[src/rtl/lsu_mem_ctrl.sv]
// Load/store unit memory controller: decodes RISC-V style load/store codes, runs one
// bus transaction per op with a timeout, and returns extended load data.
module lsu_mem_ctrl #(
    parameter int unsigned TIMEOUT = 16
) (
    input  logic        clk,
    input  logic        rst,
    input  logic        req_valid,
    input  logic [2:0]  rd_en,
    input  logic [2:0]  wr_en,
    input  logic [31:0] addr,
    input  logic [31:0] wdata,
    output logic        stall,
    output logic        resp_valid,
    output logic [31:0] rdata,
    output logic        access_err,
    output logic        bus_err,
    output logic        mem_req,
    output logic        mem_we,
    output logic [31:0] mem_addr,
    output logic [3:0]  mem_mask,
    output logic [31:0] mem_wdata,
    input  logic        mem_ready,
    input  logic [31:0] mem_rdata
);

    localparam logic [2:0] RdLb  = 3'b001;
    localparam logic [2:0] RdLbu = 3'b010;
    localparam logic [2:0] RdLh  = 3'b011;
    localparam logic [2:0] RdLhu = 3'b100;
    localparam logic [2:0] RdLw  = 3'b101;
    localparam logic [2:0] WrSb  = 3'b001;
    localparam logic [2:0] WrSh  = 3'b010;
    localparam logic [2:0] WrSw  = 3'b011;
    localparam logic [7:0] CntLast = 8'(TIMEOUT - 1);

    typedef enum logic [1:0] {StIdle, StBus, StResp} state_e;

    state_e      state_q, state_d;
    logic [7:0]  cnt_q, cnt_d;
    logic        resp_valid_q, resp_valid_d;
    logic        access_err_q, access_err_d;
    logic        bus_err_q, bus_err_d;
    logic [31:0] rdata_q, rdata_d;
    logic        we_q, we_d;
    logic [31:0] maddr_q, maddr_d;
    logic [3:0]  mask_q, mask_d;
    logic [31:0] mwdata_q, mwdata_d;
    logic [2:0]  rd_q, rd_d;
    logic [1:0]  lane_q, lane_d;

    logic        active, illegal, misaligned, is_half, is_word;
    logic [3:0]  st_mask;
    logic [31:0] st_data;
    logic [7:0]  byte_sel;
    logic [15:0] half_sel;
    logic [31:0] load_val;

    // Request decode
    always_comb begin
        active     = (rd_en != 3'b000) || (wr_en != 3'b000);
        illegal    = ((rd_en != 3'b000) && (wr_en != 3'b000)) || (rd_en == 3'b110) ||
                     (rd_en == 3'b111) || wr_en[2];
        is_half    = (rd_en == RdLh) || (rd_en == RdLhu) || (wr_en == WrSh);
        is_word    = (rd_en == RdLw) || (wr_en == WrSw);
        misaligned = (is_half && addr[0]) || (is_word && (addr[1:0] != 2'b00));
        case (wr_en)
            WrSb:    st_mask = 4'b0001 << addr[1:0];
            WrSh:    st_mask = addr[1] ? 4'b1100 : 4'b0011;
            default: st_mask = 4'b1111;
        endcase
        case (wr_en)
            WrSb:    st_data = {4{wdata[7:0]}};
            WrSh:    st_data = {2{wdata[15:0]}};
            default: st_data = wdata;
        endcase
    end

    // Load lane extraction from the bus word
    always_comb begin
        case (lane_q)
            2'd0:    byte_sel = mem_rdata[7:0];
            2'd1:    byte_sel = mem_rdata[15:8];
            2'd2:    byte_sel = mem_rdata[23:16];
            default: byte_sel = mem_rdata[31:24];
        endcase
        half_sel = lane_q[1] ? mem_rdata[31:16] : mem_rdata[15:0];
        case (rd_q)
            RdLb:    load_val = {{24{byte_sel[7]}}, byte_sel};
            RdLbu:   load_val = {24'h0, byte_sel};
            RdLh:    load_val = {{16{half_sel[15]}}, half_sel};
            RdLhu:   load_val = {16'h0, half_sel};
            default: load_val = mem_rdata;
        endcase
    end

    always_comb begin
        state_d      = state_q;
        cnt_d        = cnt_q;
        resp_valid_d = 1'b0;
        access_err_d = 1'b0;
        bus_err_d    = 1'b0;
        rdata_d      = rdata_q;
        we_d         = we_q;
        maddr_d      = maddr_q;
        mask_d       = mask_q;
        mwdata_d     = mwdata_q;
        rd_d         = rd_q;
        lane_d       = lane_q;
        case (state_q)
            StIdle: begin
                if (req_valid && active) begin
                    if (illegal || misaligned) begin
                        state_d      = StResp;
                        resp_valid_d = 1'b1;
                        access_err_d = 1'b1;
                    end else begin
                        state_d  = StBus;
                        cnt_d    = 8'd0;
                        we_d     = (wr_en != 3'b000);
                        maddr_d  = {addr[31:2], 2'b00};
                        mask_d   = st_mask;
                        mwdata_d = st_data;
                        rd_d     = rd_en;
                        lane_d   = addr[1:0];
                    end
                end
            end
            StBus: begin
                // A ready on the final timeout cycle still completes normally
                if (mem_ready) begin
                    if (rd_q != 3'b000) begin
                        rdata_d = load_val;
                    end
                    state_d      = StResp;
                    resp_valid_d = 1'b1;
                end else if (cnt_q == CntLast) begin
                    state_d      = StResp;
                    resp_valid_d = 1'b1;
                    bus_err_d    = 1'b1;
                end else begin
                    cnt_d = cnt_q + 8'd1;
                end
            end
            StResp:  state_d = StIdle;
            default: state_d = StIdle;
        endcase
    end

    always_ff @(posedge clk) begin
        if (rst) begin
            state_q      <= StIdle;
            cnt_q        <= 8'd0;
            resp_valid_q <= 1'b0;
            access_err_q <= 1'b0;
            bus_err_q    <= 1'b0;
            rdata_q      <= 32'h0;
            we_q         <= 1'b0;
            maddr_q      <= 32'h0;
            mask_q       <= 4'h0;
            mwdata_q     <= 32'h0;
            rd_q         <= 3'b000;
            lane_q       <= 2'b00;
        end else begin
            state_q      <= state_d;
            cnt_q        <= cnt_d;
            resp_valid_q <= resp_valid_d;
            access_err_q <= access_err_d;
            bus_err_q    <= bus_err_d;
            rdata_q      <= rdata_d;
            we_q         <= we_d;
            maddr_q      <= maddr_d;
            mask_q       <= mask_d;
            mwdata_q     <= mwdata_d;
            rd_q         <= rd_d;
            lane_q       <= lane_d;
        end
    end

    always_comb begin
        stall      = ((state_q == StIdle) && req_valid && active) || (state_q == StBus);
        resp_valid = resp_valid_q;
        access_err = access_err_q;
        bus_err    = bus_err_q;
        rdata      = rdata_q;
        mem_req    = (state_q == StBus);
        mem_we     = mem_req ? we_q : 1'b0;
        mem_addr   = mem_req ? maddr_q : 32'h0;
        mem_mask   = mem_req ? mask_q : 4'h0;
        mem_wdata  = mem_req ? mwdata_q : 32'h0;
    end

endmodule

[config.mk]
export PLATFORM = sky130hd
export DESIGN_NAME = lsu_mem_ctrl
export DESIGN_NICKNAME = d
export VERILOG_FILES = /design/src/rtl/lsu_mem_ctrl.sv
export SDC_FILE = /design/constraint.sdc
export NUM_CORES = 1
export LEC_CHECK = 0
export CORE_ASPECT_RATIO = 0.7
export CORE_UTILIZATION = 30
export CTS_BUF_LIST = sky130_fd_sc_hd__clkbuf_8
export DETAILED_ROUTE_END_ITERATION = 6
export PLACE_DENSITY = 0.53
export SYNTH_ARGS = -nofsm -noshare
export SYNTH_HDL_FRONTEND = slang
export SYNTH_SLANG_ARGS = --single-unit
[constraint.sdc]
create_clock -name clk -period 2.7 [get_ports clk]
set_input_delay 0.54 -clock clk [delete_from_list [all_inputs] [get_ports clk]]
set_output_delay 0.54 -clock clk [all_outputs]
set_load 0.02 [all_outputs]
Word level (Yosys, flattened, before mapping)
Index checks and enable logic that the tools add are counted. W data, S select, Z words.

Add/subtract/negate cells: 1. Eq/ne operators: 21. Shifts and indexed selects: 1. Mux-type cells: 25. Bitwise gates (word level): 3. Reduce and logical (&&, ||, !) cells: 29.

Operators with widths (number): $pmux W32 S4 (1); $mux W32 (2); $pmux W32 S2 (1); $mux W8 (4); $pmux W8 S3 (1); $mux W16 (1); $pmux W8 S2 (1); $eq A3 B2 Y1 const B (5); $eq A3 B3 Y1 const B (5); $logic_or A1 B1 Y1 (10); $reduce_bool A3 Y1 (3); $add A8 B1 Y8 const B (1); $eq A8 B4 Y1 const B (1); $mux W2 (4); $mux W4 (2); $ne A2 B2 Y1 const B (4); $pmux W4 S2 (1); $eq A3 B1 Y1 const B (2); $logic_and A1 B1 Y1 (6); $reduce_and A3 Y1 (2); $mux W1 (5); $reduce_and A5 Y1 (1); $eq A2 B1 Y1 const B (2); $logic_not A2 Y1 (2); 10 further kinds (13).

Bits in registers: 117. Input port bits: 106. Output and inout port bits: 106. Word-level logic and storage cells: 92.

Depth between registers and ports, before layout
Word-level depth: 9. Gate-level depth with buffers: 8. Mapped depth without buffers: 6.

Worst setup path before layout
No wires, ideal clock.

Kind: in2reg. Start: input port wr_en[2]. End: register mwdata_q[10]. Library setup time: 0.134 ns. Arrival time: 1.885 ns. Data required time: 2.566 ns. Slack: 0.681 ns. Stages: 8. Path buffers: 3. Cell sequence: buf_2 nor3_2 a2111o_1 nand2b_1 buf_6 nor2_2 buf_2 a211oi_1.

Cells in the longest elaborated chain, start to end: 8. Elaborated cells between the ends (all ways): 19. Those cells by class: eq/ne: 3; mux: 1; bitwise: 1; reduce/logical: 14.

Ends and longest elaborated chain: from (decl) (RTL line 10) `input logic [2:0] wr_en,`; $reduce_bool A3 Y1 (RTL line 61, 62); $logic_and A1 B1 Y1 (RTL line 62) `illegal = ((rd_en != 3'b000) && (wr_en != 3'b000)) || (rd_en == 3'b110) ||`; $logic_or A1 B1 Y1 (2 in series) (RTL line 62); $logic_or A1 B1 Y1 (RTL line 63) `(rd_en == 3'b111) || wr_en[2];`; $logic_or A1 B1 Y1 (RTL line 113) `if (illegal || misaligned) begin`; $not A1 Y1 (no source line); $reduce_and A3 Y1 (no source line); to (signal assigned) (RTL line 174) `mwdata_q <= mwdata_d;`; to (decl) (RTL line 48) `logic [31:0] mwdata_q, mwdata_d;`.

Parallel ways exist; a longest one is shown, timed or not. A chain may end at the register's enable or synchronous reset.

Worst setup path in the final report
Start: register state_q[0]. End: output port mem_mask[1].

Cells in the longest elaborated chain, start to end: 2.

Ends and longest elaborated chain: from (decl) (RTL line 39) `state_e state_q, state_d;`; from (signal assigned) (RTL line 152) `state_q <= StIdle;`; from (signal assigned) (RTL line 165) `state_q <= state_d;`; $eq A2 B1 Y1 (RTL line 186) `mem_req = (state_q == StBus);`; $mux W4 (RTL line 189) `mem_mask = mem_req ? mask_q : 4'h0;`; to (decl) (RTL line 21) `output logic [3:0] mem_mask,`.

Every way passes these cells.

==> metrics.md <==
| Metric | Value |
|---|---|
| Dominant cell by count in the synthesized netlist | `dfxtp_1` |
| Critical Path Source | `state_q[0]$_SDFFE_PP0P_` |
| Distinct cells, synth | `57` |
| Number of pins exceeding their max-slew limit in the final report | `0` |
| Maximum number of pins on one net before global-route repair | `48` |
| Die ar. | `approximately 0.021 mm^2` |
| Clock sink total | `117` |
| Final cycle utilization of the critical path | `roughly 96%` |
| Area share of the leading cell type in the synthesized netlist | `37.9%` |
| Biggest area contributors in the synthesized netlist | `dfxtp_1 (38%), a21oi_1 (8.4%), and2_1 (6.9%)` |
| Worst Hold Launch | `maddr_q[13]$_SDFFE_PP0P_` |
| Synthesis warning total | `0` |
| Met3 wirelength from detailed routing | `between 1500 and 2000 um` |
| All-Layer GR Usage | `about a fifth` |
| Number of maximum-capacitance constraint violations | `0` |
| Max Clock Freq | `a little under 400 MHz` |
| Fraction of final layout cells with drive strength greater than 1 | `about a tenth` |
| Horizontal extent of the die | `~170 um` |
| Post-synthesis instance total | `roughly 800` |
| CTS tree | `built` |
| Final antenna-violating net count | `0` |
| Number of global-route vias before repair | `5848` |
| DRC errors left | `0` |
| Number of levels the H-tree was split into | `4` |
| Initial detailed-routing violation count | `around 600` |
| Weighted congestion reported at the end of routability-driven placement | `about 0.79` |
| Worst Path Arrival | `approximately 2.1 ns` |
| Ports | `roughly 210` |
| Count of input and output buffers | `around 210` |
| Inserted Diodes | `0` |
| Reg-to-Reg Start | `cnt_q[0]$_SDFFE_PP0P_` |
| Core area | `approximately 0.02 mm^2` |
| Crit path setup slack, layout | `between 0.1 and 0.15 ns` |
| Pleak | `~0.0035 uW` |
| Floorplan die height | `around 120 um` |
| Worst slew margin relative to its limit | `between 50% and 60%` |
| Wire length of the first global-routing pass | `around 33000 um` |
| Antenna violations before repair | `0` |
| Buf+Inv Stages, Crit Path | `3` |
| Run status | `finished, final reports clean` |
| Summed instance area of the synthesized netlist | `around 0.0062 mm^2` |
| Post-DP HPWL | `15000 um` |
| EDFF count, synth | `0` |
| Total congestion overflow after global routing | `0` |
| Maximum ir drop on the vdd rail | `between 0.2 and 0.25 mV` |
| List of cells traversed by the critical path | `nand2b_1 -> inv_2 -> buf_12 -> and2_1 -> clkdlybuf4s50_1` |
| Post-CTS setup buffer count | `0` |
| Vias per cell | `5.07` |
| Worst slack at placement | `-0.0278 ns` |
| Syn avg cell area | `between 7 and 8 um^2` |
| Crit path max-delay family | `buffers and inverters` |
| Synth Flop Type | `dfxtp_1` |
| Signed area change from the synthesized netlist to the final layout | `48.0%` |
| Pwr Total | `roughly 4100 uW` |
| Worst-case clock buffer depth | `2` |
| Slowest library cell on the worst path | `clkdlybuf4s50_1` |
| Initial cell density of the core | `between 30% and 40%` |
| Flop and latch count out of synthesis | `~120` |
| Share of synthesized area occupied by flip-flops and latches | `between 30% and 40%` |
| Startpoint kind of the worst setup timing path | `register` |
| CTS buffer count | `17` |
| Crit Path Max Fanout | `33` |
| Routed length on met1 | `approximately 11000 um` |
| Avg WL per Cell | `around 17 um` |
| Min-delay worst type | `register to register` |
| Post-layout nets | `roughly 1.1k` |
| Slew of the pin with the lowest slew margin | `slightly above 0.6 ns` |
| Sum of negative setup slack | `0 ns` |
| Root Buffer | `clkbuf_8` |
| Number of hold violations in the final report | `0` |
| Clock-pin transition on the worst setup and hold timing paths | `around 0.070 ns` |
| Cell types with the highest counts after synthesis | `dfxtp_1 (117), a21oi_1 (104), nor2_1 (70)` |
| Max Used Layer | `met4` |
| Met2 WL | `between 8000 and 9000 um` |
| Critical path data required time | `~2.2 ns` |
| Cell accounting for the most synthesized area | `dfxtp_1` |
| Row count | `43` |
| Shortest period the worst path allows | `approximately 2.6 ns` |
| Maximum clock skew at final layout | `around 0.015 ns` |
| Power density relative to cell area | `about 450 mW/mm^2` |
| Final setup violating endpoints | `0` |
| Vias | `about 6.4k` |
| CP Capture Type | `output port` |
| Wirelength, routed | `about 21000 um` |
| Ys async rst share | `0%` |
| Setup repair after global routing missed its margin | `false` |
| Later-pin clock latency in the skew report | `0.44 ns` |
| Start-to-end type of the worst setup path | `register to output port` |
| Largest stage delay on the critical path | `0.65 ns` |
| Length of the first detailed-routing pass in iterations | `5` |
| Final-layout worst hold slack | `~0.47 ns` |
worst register-to-register path: cells and delay by family, from the launching register on:
| kind | cells | cell delay (ns) |
|---|---|---|
| flops | 1 | 0.34 |
| fa+ha+maj | 1 | 0.22 |
| simple gates | 3 | 0.94 |
| compound gates | 2 | 0.47 |
layer usage:
layer,GRT usage [%],vias to the layer above
li1,-,3193
met1,30.9,2937
met2,27.0,229
met3,5.77,9
met4,3.98,0
met5,0,-
path summary, 6_finish.rpt:
path / endpoint / slack [ns] / cells past startpoint
hold / removal: maddr_q[13]$_SDFFE_PP0P_ / 0.47 / 2
hold reg to reg: maddr_q[13]$_SDFFE_PP0P_ / 0.47 / 2
setup / recovery: mem_mask[1] / 0.10 / 5
setup reg to reg: cnt_q[5]$_SDFFE_PP0P_ / 0.66 / 6
cells by family (layout without fill, tap and decap cells):
| group | Yosys count | count (layout) | synth area share [%] |
|---|---|---|---|
| multiplexers | 29 | 29 | 5.05 |
| XOR/XNOR | 4 | 4 | 0.567 |
| other | 1 | 2 | 0.0607 |
| adder cells (fa/ha/maj) | 1 | 1 | 0.203 |
| AO/OA/AOI/OAI | 263 | 263 | 26.7 |
| AND/OR/NAND/NOR | 277 | 277 | 23.1 |
| flip-flops | 117 | 117 | 37.9 |
| buffers and inverters | 89 | 292 | 6.38 |
repair_timing:
item,4_1_cts,5_1_grt
gates resized for setup,1,19
pin swaps,0,0
hold buffers,0,0
endpoints found under the setup margin,1,19
cloned,0,0
area by class of cell:
class | instances | area (um^2)
Multi-Input combinational cell | 576 | 3460
Clock inverter | 10 | 130
Timing Repair Buffer | 248 | 2530
Sequential cell | 117 | 2340
Fill cell | 2037 | 10800
Inverter | 13 | 48.8
Tap cell | 270 | 338
Clock buffer | 21 | 289
state kept, by name, summed over array words and instances, names as in the netlist, 2 cells and up:
| register | cells |
|---|---|
| cnt_q | 8 |
| lane_q | 2 |
| maddr_q | 30 |
| mask_q | 4 |
| mwdata_q | 32 |
| rd_q | 3 |
| rdata | 32 |
| state_q | 2 |
metrics by stage:
stage	cell area (um^2)	std cells	utilization, %
after floorplan	6180	782	-
after global routing	9140	1255	45.8
after global placement	8670	1224	43.4
after CTS	9090	1255	45.5
final	9140	1255	45.8
after detailed placement	8670	1224	43.4
placed cells by master (no fill, tap or decap), types with 10 or more instances in the layout:
cell type	n
clkdlybuf4s50_1	187
dfxtp_1	117
a21oi_1	104
nor2_1	70
and2_1	68
o21ai_0	58
nand3_1	48
a211oi_1	46
buf_4	33
nand2_1	28
mux2i_1	21
clkbuf_8	21
dlymetal6s2s_1	19
nor3_1	15
inv_1	13
nor2b_1	13
a22oi_1	11
nor4_1	10
where the power goes:
part           internal [uW]  switching (uW)  total [uW]
clock network            997             745        1740
logic                    273             305         578
registers               1750            13.3        1760
Power figures use the tool's default switching activity.
==> patch, RTL diff (same settings) <==
Change the parameter `TIMEOUT` from 16 to 15.
--- a/src/rtl/lsu_mem_ctrl.sv
+++ b/src/rtl/lsu_mem_ctrl.sv
@@ -1,7 +1,7 @@
 // Load/store unit memory controller: decodes RISC-V style load/store codes, runs one
 // bus transaction per op with a timeout, and returns extended load data.
 module lsu_mem_ctrl #(
-    parameter int unsigned TIMEOUT = 16
+    parameter int unsigned TIMEOUT = 15
 ) (
     input  logic        clk,
     input  logic        rst,
Behaviour: same outputs for any inputs over 4 cycles, from zero or initial values and one cycle with rst high; that may be too few to reach the edited logic, so the function may still have changed.
==> patch against the original RTL <==
Die area shrank 2.7%. Clock power shrank 14%. Routed wire length grew 2.0%. Worst hold slack gained 0.0012 ns. Cell area shrank 4.4%. Synthesized area shrank 2.7%. Sequential cell count is the same. Synthesized cell count shrank 3.5%. Sequential share of layout area grew 1.2 points. Total power shrank 7.1%. Combinational power shrank 7.8%. Setup slack gained 0.029 ns. Critical path depth is the same. Critical endpoint is now mem_addr[31]. Largest cell class unchanged.
==> patch: results (changes against the original RTL) <==
| Metric | Value |
|---|---|
| Outcome | finished, final reports clean |
| Detailed placement HPWL | 15200 um (+1.1%) |
| Pin count of the biggest net entering global routing | 53 (+10%) |
| CTS Buffer Depth | 2 (unchanged) |
| Crit-path max FO | 27 (-18%) |
| Largest area contributor in the netlist | dfxtp_1 |
| IO Port Bufs | 209 (unchanged) |
| Mapped Cells | 754 (-3.5%) |
| Initial antenna violation count | 0 (unchanged) |
| H-tree levels | 4 (unchanged) |
| Total CTS buffers | 17 (unchanged) |
| Post-synth top cells | dfxtp_1, a21oi_1, nor2_1 |
| Skew-Pair Late Insertion Delay | 0.45 ns |
| Routed vias/inst | 5.10 (+0.58%) |
| Post-synth ARST share | 0% (unchanged) |
| Vias in the first global route | 5883 (+0.60%) |
| Post-synth EDFFs | 0 (unchanged) |
| N_diodes | 0 (unchanged) |
| Synth area leaders | dfxtp_1, a21oi_1, and2_1 |
| Peak VDD IR | 200 uV (-13%) |
| Tot GR Track Use | 21.4% (+1.3 points) |
| Clk pin slew, worst setup/hold paths | 0.08 ns |
| Worst Hold Class | flip-flop to flip-flop |
| Share of cells above drive strength 1 | 10.1% (-0.58 points) |
| Initial DRC Count | 437 (-28%) |
| Leak | 3.39 nW (-3.9%) |
| GP Congestion | 0.837 (+6.4%) |
| Synth Warn # | 0 (unchanged) |
| Worst-margin pin slew | 1.01 ns (+0.383 ns) |
| Layout Nets | 1057 (-2.1%) |
| Global-route wire length before repair | 33700 um (+0.76%) |
| Root Driver | clkbuf_8 |
| Unique masters post-synth | 59 (+3.5%) |
| Post-route non-filler standard cell count | 1226 (-2.3%) |
| Crit path DAT | 2.03 ns (-0.03 ns) |
| Post-CTS Setup Inserts | 0 (unchanged) |
| Clock Skew | 0.0170 ns (+0.00252 ns) |
| Pre-antenna DRT Iters | 5 (unchanged) |
| Sequential area share after synthesis | 39.0% (+1.1 points) |
| DR WL/cell | 17.7 um (+4.4%) |
patch: cell count changes in the layout (fill, tap and decap cells not counted), moves of 7 or more:
cell and change:
nor3_1 -11, o21ai_0 -9, dlygate4sd2_1 +65, o221ai_1 -8, mux2i_1 -11, a211oi_1 +8
dlymetal6s2s_1 -19, clkdlybuf4s50_1 -48, o32ai_1 +7, nor4_1 -7, o41ai_1 +7
patch: cell type report:
class	count	area, um2
fillers	1984	10500
multi-input cells	554	3290
repair buffers	247	2380
flip-flops and latches	117	2340
well taps	264	330
clock buffers	17	234
clock inverters	15	121
inverters	12	45.0
patch: kinds of logic (layout without fill, tap and decap cells):
logic type	after synthesis	in the layout	share of synthesized area, %
flops	117	117	39.0
compound gates	274	274	29.2
simple gates	264	264	22.9
xor+xnor	1	1	0.146
other cells	1	2	0.0624
fa+ha+maj	2	2	0.417
mux	11	11	1.85
buf+inv	84	291	6.44
patch: what timing repair did:
item | CTS | global route
endpoints found under the setup margin | 68 | 14
cloned | 1 | 0
gates resized for setup | 71 | 3
patch: worst paths after layout:
kind | from | cells past startpoint | endpoint | slack [ns]
setup / recovery | state_q[1] | 5 | mem_addr[31] | 0.13
hold / removal | mwdata_q[1] | 2 | mwdata_q[1] | 0.47
setup reg to reg | rd_q[2] | 5 | rdata[1] | 0.39
hold reg to reg | mwdata_q[1] | 2 | mwdata_q[1] | 0.47
patch: per-stage QoR:
| stage | setup WS, ns | cell area [um2] |
|---|---|---|
| finish | 0.132 | 8740 |
| global route | 0.0395 | 8740 |
| CTS | 0.0681 | 8730 |
| detailed placement | 0.130 | 8430 |
| global placement | 0.170 | 8430 |
| floorplan | 0.526 | 6010 |
patch: report_power, final:
group          leakage (nW)  switching (mW)  internal, mW
registers             0.945          0.0140          1.75
clock network         0.177           0.842         0.654
logic                  2.27           0.280         0.253
total                  3.39            1.14          2.66
patch: routing by layer:
| metal | up-vias | track usage, % | part of all wire, % |
|---|---|---|---|
| met3 | 22 | 7.17 | 8.5 |
| met1 | 2917 | 31.6 | 50 |
| li1 | 3120 | - | - |
| met5 | - | 0 | 0 |
| met2 | 198 | 28.8 | 41 |
| met4 | 0 | 5.92 | 1.2 |
patch: critical path, cell delays in order (launching register included):
cell           delay, ns
dfxtp_2             0.37
nand2b_2            0.25
inv_2               0.13
bufbuf_16           0.32
and2_1              0.13
dlygate4sd2_1       0.38
